File: src/rtl/axi_lite_pkg.sv
// rtl/axi_lite_pkg.sv - shared AXI-Lite types for the command master
//
// Purpose: response codes, command-master FSM states and default-width
// command/response records shared by the AXI-Lite command master and its users.
package axi_lite_pkg;

  localparam int AXI_LITE_ADDR_W = 4;
  localparam int AXI_LITE_DATA_W = 32;

  typedef enum logic [1:0] {
    OKAY   = 2'd0,
    EXOKAY = 2'd1,
    SLVERR = 2'd2,
    DECERR = 2'd3
  } axi_resp_e;

  typedef enum logic [2:0] {
    IDLE  = 3'd0,
    WR    = 3'd1,
    WR_B  = 3'd2,
    RD_AR = 3'd3,
    RD_R  = 3'd4,
    RSP   = 3'd5
  } cmd_mst_state_e;

  typedef struct packed {
    logic                         write;
    logic [AXI_LITE_ADDR_W-1:0]   addr;
    logic [AXI_LITE_DATA_W-1:0]   wdata;
    logic [AXI_LITE_DATA_W/8-1:0] wstrb;
  } axi_lite_cmd_t;

  typedef struct packed {
    logic [AXI_LITE_DATA_W-1:0] rdata;
    axi_resp_e                  resp;
    logic                       timeout;
  } axi_lite_rsp_t;

endpackage

File: src/rtl/axi_lite_cmd_master.sv
// rtl/axi_lite_cmd_master.sv - single-outstanding AXI-Lite master driven by a command stream
//
// Purpose: accepts one command (cmd_*), runs the matching AXI-Lite write or
// read, and returns one response (rsp_*) before accepting the next command.
// Ports:
//   aclk, areset          clock, asynchronous active-high reset
//   cmd_*                 command stream in (valid/ready)
//   rsp_*                 response stream out (valid/ready)
//   M_AXI_LITE_*          AXI-Lite master (AW, W, B, AR, R channels)
// Optional feature: define AXI_LITE_CMD_MASTER_TIMEOUT_EN to build the
// watchdog that aborts a stalled transaction after TIMEOUT_CYCLES cycles.
module axi_lite_cmd_master
  import axi_lite_pkg::*;
#(
  parameter int ADDR_WIDTH     = 4,
  parameter int DATA_WIDTH     = 32,
  parameter int TIMEOUT_CYCLES = 256
) (
  input  logic                    aclk,
  input  logic                    areset,
  input  logic                    cmd_valid,
  output logic                    cmd_ready,
  input  logic                    cmd_write,
  input  logic [ADDR_WIDTH-1:0]   cmd_addr,
  input  logic [DATA_WIDTH-1:0]   cmd_wdata,
  input  logic [DATA_WIDTH/8-1:0] cmd_wstrb,
  output logic                    rsp_valid,
  input  logic                    rsp_ready,
  output logic [DATA_WIDTH-1:0]   rsp_rdata,
  output logic [1:0]              rsp_resp,
  output logic                    rsp_timeout,
  output logic [ADDR_WIDTH-1:0]   M_AXI_LITE_awaddr,
  output logic [2:0]              M_AXI_LITE_awprot,
  output logic                    M_AXI_LITE_awvalid,
  input  logic                    M_AXI_LITE_awready,
  output logic [DATA_WIDTH-1:0]   M_AXI_LITE_wdata,
  output logic [DATA_WIDTH/8-1:0] M_AXI_LITE_wstrb,
  output logic                    M_AXI_LITE_wvalid,
  input  logic                    M_AXI_LITE_wready,
  input  logic [1:0]              M_AXI_LITE_bresp,
  input  logic                    M_AXI_LITE_bvalid,
  output logic                    M_AXI_LITE_bready,
  output logic [ADDR_WIDTH-1:0]   M_AXI_LITE_araddr,
  output logic [2:0]              M_AXI_LITE_arprot,
  output logic                    M_AXI_LITE_arvalid,
  input  logic                    M_AXI_LITE_arready,
  input  logic [DATA_WIDTH-1:0]   M_AXI_LITE_rdata,
  input  logic [1:0]              M_AXI_LITE_rresp,
  input  logic                    M_AXI_LITE_rvalid,
  output logic                    M_AXI_LITE_rready
);

  cmd_mst_state_e          state_q, state_d;
  logic [ADDR_WIDTH-1:0]   addr_q, addr_d;
  logic [DATA_WIDTH-1:0]   wdata_q, wdata_d;
  logic [DATA_WIDTH/8-1:0] wstrb_q, wstrb_d;
  logic                    awvalid_q, awvalid_d;
  logic                    wvalid_q, wvalid_d;
  logic                    bready_q, bready_d;
  logic                    arvalid_q, arvalid_d;
  logic                    rready_q, rready_d;
  logic                    rsp_valid_q, rsp_valid_d;
  logic [DATA_WIDTH-1:0]   rsp_rdata_q, rsp_rdata_d;
  axi_resp_e               rsp_resp_q, rsp_resp_d;

`ifdef AXI_LITE_CMD_MASTER_TIMEOUT_EN
  localparam int TMO_W = (TIMEOUT_CYCLES > 1) ? $clog2(TIMEOUT_CYCLES) : 1;
  localparam logic [TMO_W-1:0] TMO_LAST = TMO_W'(TIMEOUT_CYCLES - 1);
  logic [TMO_W-1:0] tmo_q, tmo_d;
  logic             rsp_timeout_q, rsp_timeout_d;
`else
  // TIMEOUT_CYCLES only shapes the watchdog; this empty block keeps the
  // parameter referenced so both builds share one parameter list.
  if (TIMEOUT_CYCLES < 1) begin : g_timeout_cycles_unused
  end
`endif

  always_comb begin
    state_d     = state_q;
    addr_d      = addr_q;
    wdata_d     = wdata_q;
    wstrb_d     = wstrb_q;
    awvalid_d   = awvalid_q;
    wvalid_d    = wvalid_q;
    bready_d    = bready_q;
    arvalid_d   = arvalid_q;
    rready_d    = rready_q;
    rsp_valid_d = rsp_valid_q;
    rsp_rdata_d = rsp_rdata_q;
    rsp_resp_d  = rsp_resp_q;
`ifdef AXI_LITE_CMD_MASTER_TIMEOUT_EN
    tmo_d         = '0;
    rsp_timeout_d = rsp_timeout_q;
`endif
    case (state_q)
      IDLE: begin
        if (cmd_valid) begin
          addr_d  = cmd_addr;
          wdata_d = cmd_wdata;
          wstrb_d = cmd_wstrb;
`ifdef AXI_LITE_CMD_MASTER_TIMEOUT_EN
          rsp_timeout_d = 1'b0;
`endif
          if (cmd_write) begin
            state_d   = WR;
            awvalid_d = 1'b1;
            wvalid_d  = 1'b1;
          end else begin
            state_d   = RD_AR;
            arvalid_d = 1'b1;
          end
        end
      end
      WR: begin
        // A dropped valid doubles as that channel's done flag.
        if (M_AXI_LITE_awready) awvalid_d = 1'b0;
        if (M_AXI_LITE_wready)  wvalid_d  = 1'b0;
        if (!awvalid_d && !wvalid_d) begin
          state_d  = WR_B;
          bready_d = 1'b1;
        end
      end
      WR_B: begin
        if (M_AXI_LITE_bvalid) begin
          bready_d    = 1'b0;
          rsp_valid_d = 1'b1;
          rsp_rdata_d = '0;
          rsp_resp_d  = axi_resp_e'(M_AXI_LITE_bresp);
          state_d     = RSP;
        end
      end
      RD_AR: begin
        if (M_AXI_LITE_arready) begin
          arvalid_d = 1'b0;
          rready_d  = 1'b1;
          state_d   = RD_R;
        end
      end
      RD_R: begin
        if (M_AXI_LITE_rvalid) begin
          rready_d    = 1'b0;
          rsp_valid_d = 1'b1;
          rsp_rdata_d = M_AXI_LITE_rdata;
          rsp_resp_d  = axi_resp_e'(M_AXI_LITE_rresp);
          state_d     = RSP;
        end
      end
      RSP: begin
        if (rsp_ready) begin
          rsp_valid_d = 1'b0;
          state_d     = IDLE;
        end
      end
      default: state_d = IDLE;
    endcase
`ifdef AXI_LITE_CMD_MASTER_TIMEOUT_EN
    // Progress on the current edge wins over the watchdog; the count only
    // runs while the FSM sits in the same busy state.
    if ((state_q inside {WR, WR_B, RD_AR, RD_R}) && (state_d == state_q)) begin
      if (tmo_q == TMO_LAST) begin
        awvalid_d     = 1'b0;
        wvalid_d      = 1'b0;
        bready_d      = 1'b0;
        arvalid_d     = 1'b0;
        rready_d      = 1'b0;
        rsp_valid_d   = 1'b1;
        rsp_rdata_d   = '0;
        rsp_resp_d    = SLVERR;
        rsp_timeout_d = 1'b1;
        state_d       = RSP;
      end else begin
        tmo_d = tmo_q + 1'b1;
      end
    end
`endif
  end

  always_ff @(posedge aclk or posedge areset) begin
    if (areset) begin
      state_q     <= IDLE;
      addr_q      <= '0;
      wdata_q     <= '0;
      wstrb_q     <= '0;
      awvalid_q   <= 1'b0;
      wvalid_q    <= 1'b0;
      bready_q    <= 1'b0;
      arvalid_q   <= 1'b0;
      rready_q    <= 1'b0;
      rsp_valid_q <= 1'b0;
      rsp_rdata_q <= '0;
      rsp_resp_q  <= OKAY;
    end else begin
      state_q     <= state_d;
      addr_q      <= addr_d;
      wdata_q     <= wdata_d;
      wstrb_q     <= wstrb_d;
      awvalid_q   <= awvalid_d;
      wvalid_q    <= wvalid_d;
      bready_q    <= bready_d;
      arvalid_q   <= arvalid_d;
      rready_q    <= rready_d;
      rsp_valid_q <= rsp_valid_d;
      rsp_rdata_q <= rsp_rdata_d;
      rsp_resp_q  <= rsp_resp_d;
    end
  end

`ifdef AXI_LITE_CMD_MASTER_TIMEOUT_EN
  always_ff @(posedge aclk or posedge areset) begin
    if (areset) begin
      tmo_q         <= '0;
      rsp_timeout_q <= 1'b0;
    end else begin
      tmo_q         <= tmo_d;
      rsp_timeout_q <= rsp_timeout_d;
    end
  end
  assign rsp_timeout = rsp_timeout_q;
`else
  assign rsp_timeout = 1'b0;
`endif

  assign cmd_ready          = (state_q == IDLE);
  assign rsp_valid          = rsp_valid_q;
  assign rsp_rdata          = rsp_rdata_q;
  assign rsp_resp           = rsp_resp_q;
  assign M_AXI_LITE_awaddr  = addr_q;
  assign M_AXI_LITE_awprot  = 3'b000;
  assign M_AXI_LITE_awvalid = awvalid_q;
  assign M_AXI_LITE_wdata   = wdata_q;
  assign M_AXI_LITE_wstrb   = wstrb_q;
  assign M_AXI_LITE_wvalid  = wvalid_q;
  assign M_AXI_LITE_bready  = bready_q;
  assign M_AXI_LITE_araddr  = addr_q;
  assign M_AXI_LITE_arprot  = 3'b000;
  assign M_AXI_LITE_arvalid = arvalid_q;
  assign M_AXI_LITE_rready  = rready_q;

endmodule

File: config.mk
export PLATFORM = sky130hd
export DESIGN_NAME = axi_lite_cmd_master
export DESIGN_NICKNAME = d
export VERILOG_FILES = /design/src/rtl/axi_lite_pkg.sv /design/src/rtl/axi_lite_cmd_master.sv
export SDC_FILE = /design/constraint.sdc
export NUM_CORES = 1
export LEC_CHECK = 0
export BUFFER_PORTS_ARGS = -buffer_cell sky130_fd_sc_hd__buf_2
export CORE_MARGIN = 5
export CORE_UTILIZATION = 30
export DETAILED_ROUTE_END_ITERATION = 7
export GPL_TIMING_DRIVEN = 1
export SLEW_MARGIN = 20
export SYNTH_ARGS = -nofsm -noshare
export SYNTH_HDL_FRONTEND = slang
export SYNTH_SLANG_ARGS = --single-unit
File: constraint.sdc
create_clock -name aclk -period 4.7 [get_ports aclk]
set_clock_uncertainty 0.05 [all_clocks]
set_input_delay 0.705 -clock aclk [delete_from_list [all_inputs] [get_ports aclk]]
set_output_delay 0.705 -clock aclk [all_outputs]
set_load 0.05 [all_outputs]
==> summary.md <==
| Metric | Value |
|---|---|
| Netlist cell types | `29` |
| Worst setup SP type | `register` |
| Placed cells | `approximately 600` |
| Mapped Area | `0.003453 mm²` |
| Placed instance area | `around 0.0043 mm²` |
| CTS tree | `done` |
| All-layer global routing usage | `0.1194` |
| Clock Tree Root | `clkbuf_16` |
| Setup CP Type | `reg -> reg` |
| Die X | `around 120 µm` |
| Fmax | `between 400 and 500 MHz` |
| Final Max Tran Viols | `0` |
| Rel. slew slack | `0.3484` |
| Reg clk slew, reported paths | `roughly 0.060 ns` |
| Fin nets | `between 500 and 600` |
| Worst path slowest cell | `and2_2` |
| Worst slew pin tran | `0.9775 ns` |
| Crit path max fanout | `between 40 and 50` |
| CP max stage delay | `0.83 ns` |
| Cell Pwr Density | `837.6 mW/mm²` |
| Syn Area/Cell | `approximately 11 µm²` |
| Drt pass-1 iters | `4` |
| Area delta synth->final | `32.61%` |
| Design Power | `3.835 mW` |
| Final hold vios | `0` |
| Number of cells produced by synthesis | `between 300 and 400` |
| # IOs | `around 180` |
| Critical path data required time | `4.86 ns` |
| Final WS setup | `between 2 and 2.5 ns` |
| Post-layout min period | `2.281 ns` |
| Setup TNS | `0 ns` |
| CTS buffer count | `9` |
| Hold Crit Class | `in -> async` |
| Antenna diode count | `0` |
| DR vias/cell | `~4.4` |
| First-pass GRT wire length | `~13,000 µm` |
| DRC Markers | `0` |
| DP Worst Slack | `about 2.2 ns` |
| Initial DRC Count | `roughly 130` |
| CTS hold repair buffers | `0` |
| Resize count post-CTS | `0` |
| Avg WL per Cell | `between 10 and 15 µm` |
| Fin crit share | `0.4853` |
| Via Count | `about 2,700` |
| Buffer count from post-CTS setup fixing | `0` |
| Status | `completed` |
| Final Util | `0.4028` |
| Die Ht | `around 120 µm` |
| Largest net degree at the start of global routing | `70` |
| Max Buffers Root-to-Sink | `2` |
| RSZ-0062 raised after global routing | `no` |
| Post-DP HPWL | `between 6000 and 7000 µm` |
| Placer Congestion | `0.6896` |
| Crit end category | `register` |
| Clk Latency, worst-skew pair | `0.33 ns` |
| Seq/Total Area, Yosys | `0.6014` |
| Critical path cell sequence | `nor2b_1 -> and2_2 -> mux2_2` |
| Final Non-Filler Cells | `roughly 600` |
| MaxCap Viol Count | `0` |
| Die ar. | `~0.014 mm²` |
| Worst hold slack | `0.3990 ns` |
| Vias in the first global route | `2,663` |
| DRT antenna net count | `0` |
| Core Rows | `39` |
| Total grt overflow | `0` |
| Final setup violation count | `0` |
| Layout cells sized above 1 | `0.4850` |
| IO Port Bufs | `170` |
| Initial antenna violation count | `0` |
| Max VDD drop | `about 0.00047 V` |
| CTS sink count | `slightly above 80` |
| Leakage Power | `~2.3 nW` |
| Yosys reg bits | `a little over 80` |
| CP Data Arrival Time | `2.44 ns` |
| Core Area | `about 0.011 mm²` |
| CTS H-tree lvls | `3` |
| WL final | `around 8200 µm` |
| Finished Cell Area | `between 0.004 and 0.005 mm²` |
| Synth warnings | `0` |
| Initial Utilization | `0.3037` |
==> registers in the layout, indices dropped and copies added (netlist names), 2 cells and up <==
| register | cells |
|---|---|
| M_AXI_LITE_wdata | 32 |
| rsp_rdata | 32 |
| M_AXI_LITE_araddr | 4 |
| M_AXI_LITE_wstrb | 4 |
| state_q | 3 |
| rsp_resp | 2 |
==> critical path: cells and delay by family (launching register included) <==
kind / cells / cell delay [ns]
DFF: 1 / 0.54
muxes: 1 / 0.42
and+or+nand+nor: 2 / 1.11
==> power breakdown <==
part | internal, mW | total (mW) | switching [mW]
Sequential | 1.01 | 1.20 | 0.186
Clock | 0.366 | 0.625 | 0.258
Combinational | 0.505 | 2.01 | 1.51
Total | 1.88 | 3.84 | 1.95
==> area by class of cell <==
cell class | instances | area [µm²]
fill | 1124 | 6790
sequential | 83 | 2077
multi-input combinational | 193 | 1176
timing repair buffer | 172 | 865.8
clock buffer | 12 | 246.5
tap | 143 | 178.9
inverter | 5 | 20.02
clock inverter | 3 | 15.01
==> synth_stat cells, drive strengths merged <==
library cell  instances  area (µm²)
dfrtp                83        2077
nand2                72       270.3
mux2                 40       450.4
o21ai                38       190.2
buf                  22       186.4
a21oi                 7       35.03
clkbuf                7       26.28
inv                   5       18.77
nand2b                4       25.02
nand3b                4       30.03
nor2                  4       17.52
a31oi                 3       18.77
a21o                  2       15.01
mux2i                 2       20.02
nor2b                 2       12.51
a211oi                1       7.510
a221oi                1       8.760
a22oi                 1       7.510
and2                  1       6.260
conb                  1       3.750
nand3                 1       5.000
nor3                  1       5.000
o211ai                1       7.510
o221ai                1       8.760
==> cells in the final DEF (no fill, tap or decap), drive strengths merged, types with 7 or more instances in the layout <==
master / instances
conb: 7
buf: 172
a21oi: 7
mux2: 40
nand2: 72
clkbuf: 12
dfrtp: 83
o21ai: 38
==> worst paths after layout <==
check | from | end | slack (ns) | depth (start not counted)
worst max-delay path | state_q[0] | M_AXI_LITE_wdata[4] | 2.42 | 3
worst min-delay path | areset | rsp_rdata[10] | 0.40 | 2
worst max register to register | state_q[0] | M_AXI_LITE_wdata[4] | 2.42 | 3
worst min register to register | rsp_rdata[18] | rsp_rdata[18] | 0.42 | 2
max in group asynchronous | areset | M_AXI_LITE_wdata[13] | 3.19 | 3
min in group aclk | rsp_rdata[18] | rsp_rdata[18] | 0.42 | 2
==> layer usage <==
metal | track usage | part of all wire
met4 | 0.05275 | 0.017
met3 | 0.04319 | 0.10
met1 | 0.1443 | 0.39
met5 | 0 | 0
met2 | 0.1912 | 0.49
==> kinds of logic after synthesis <==
family,synth area share
compound gates,0.08660
buf+inv,0.06703
flops,0.6014
mux,0.1362
other cells,0.001086
simple gates,0.1076
Power figures use the tool's default switching activity.
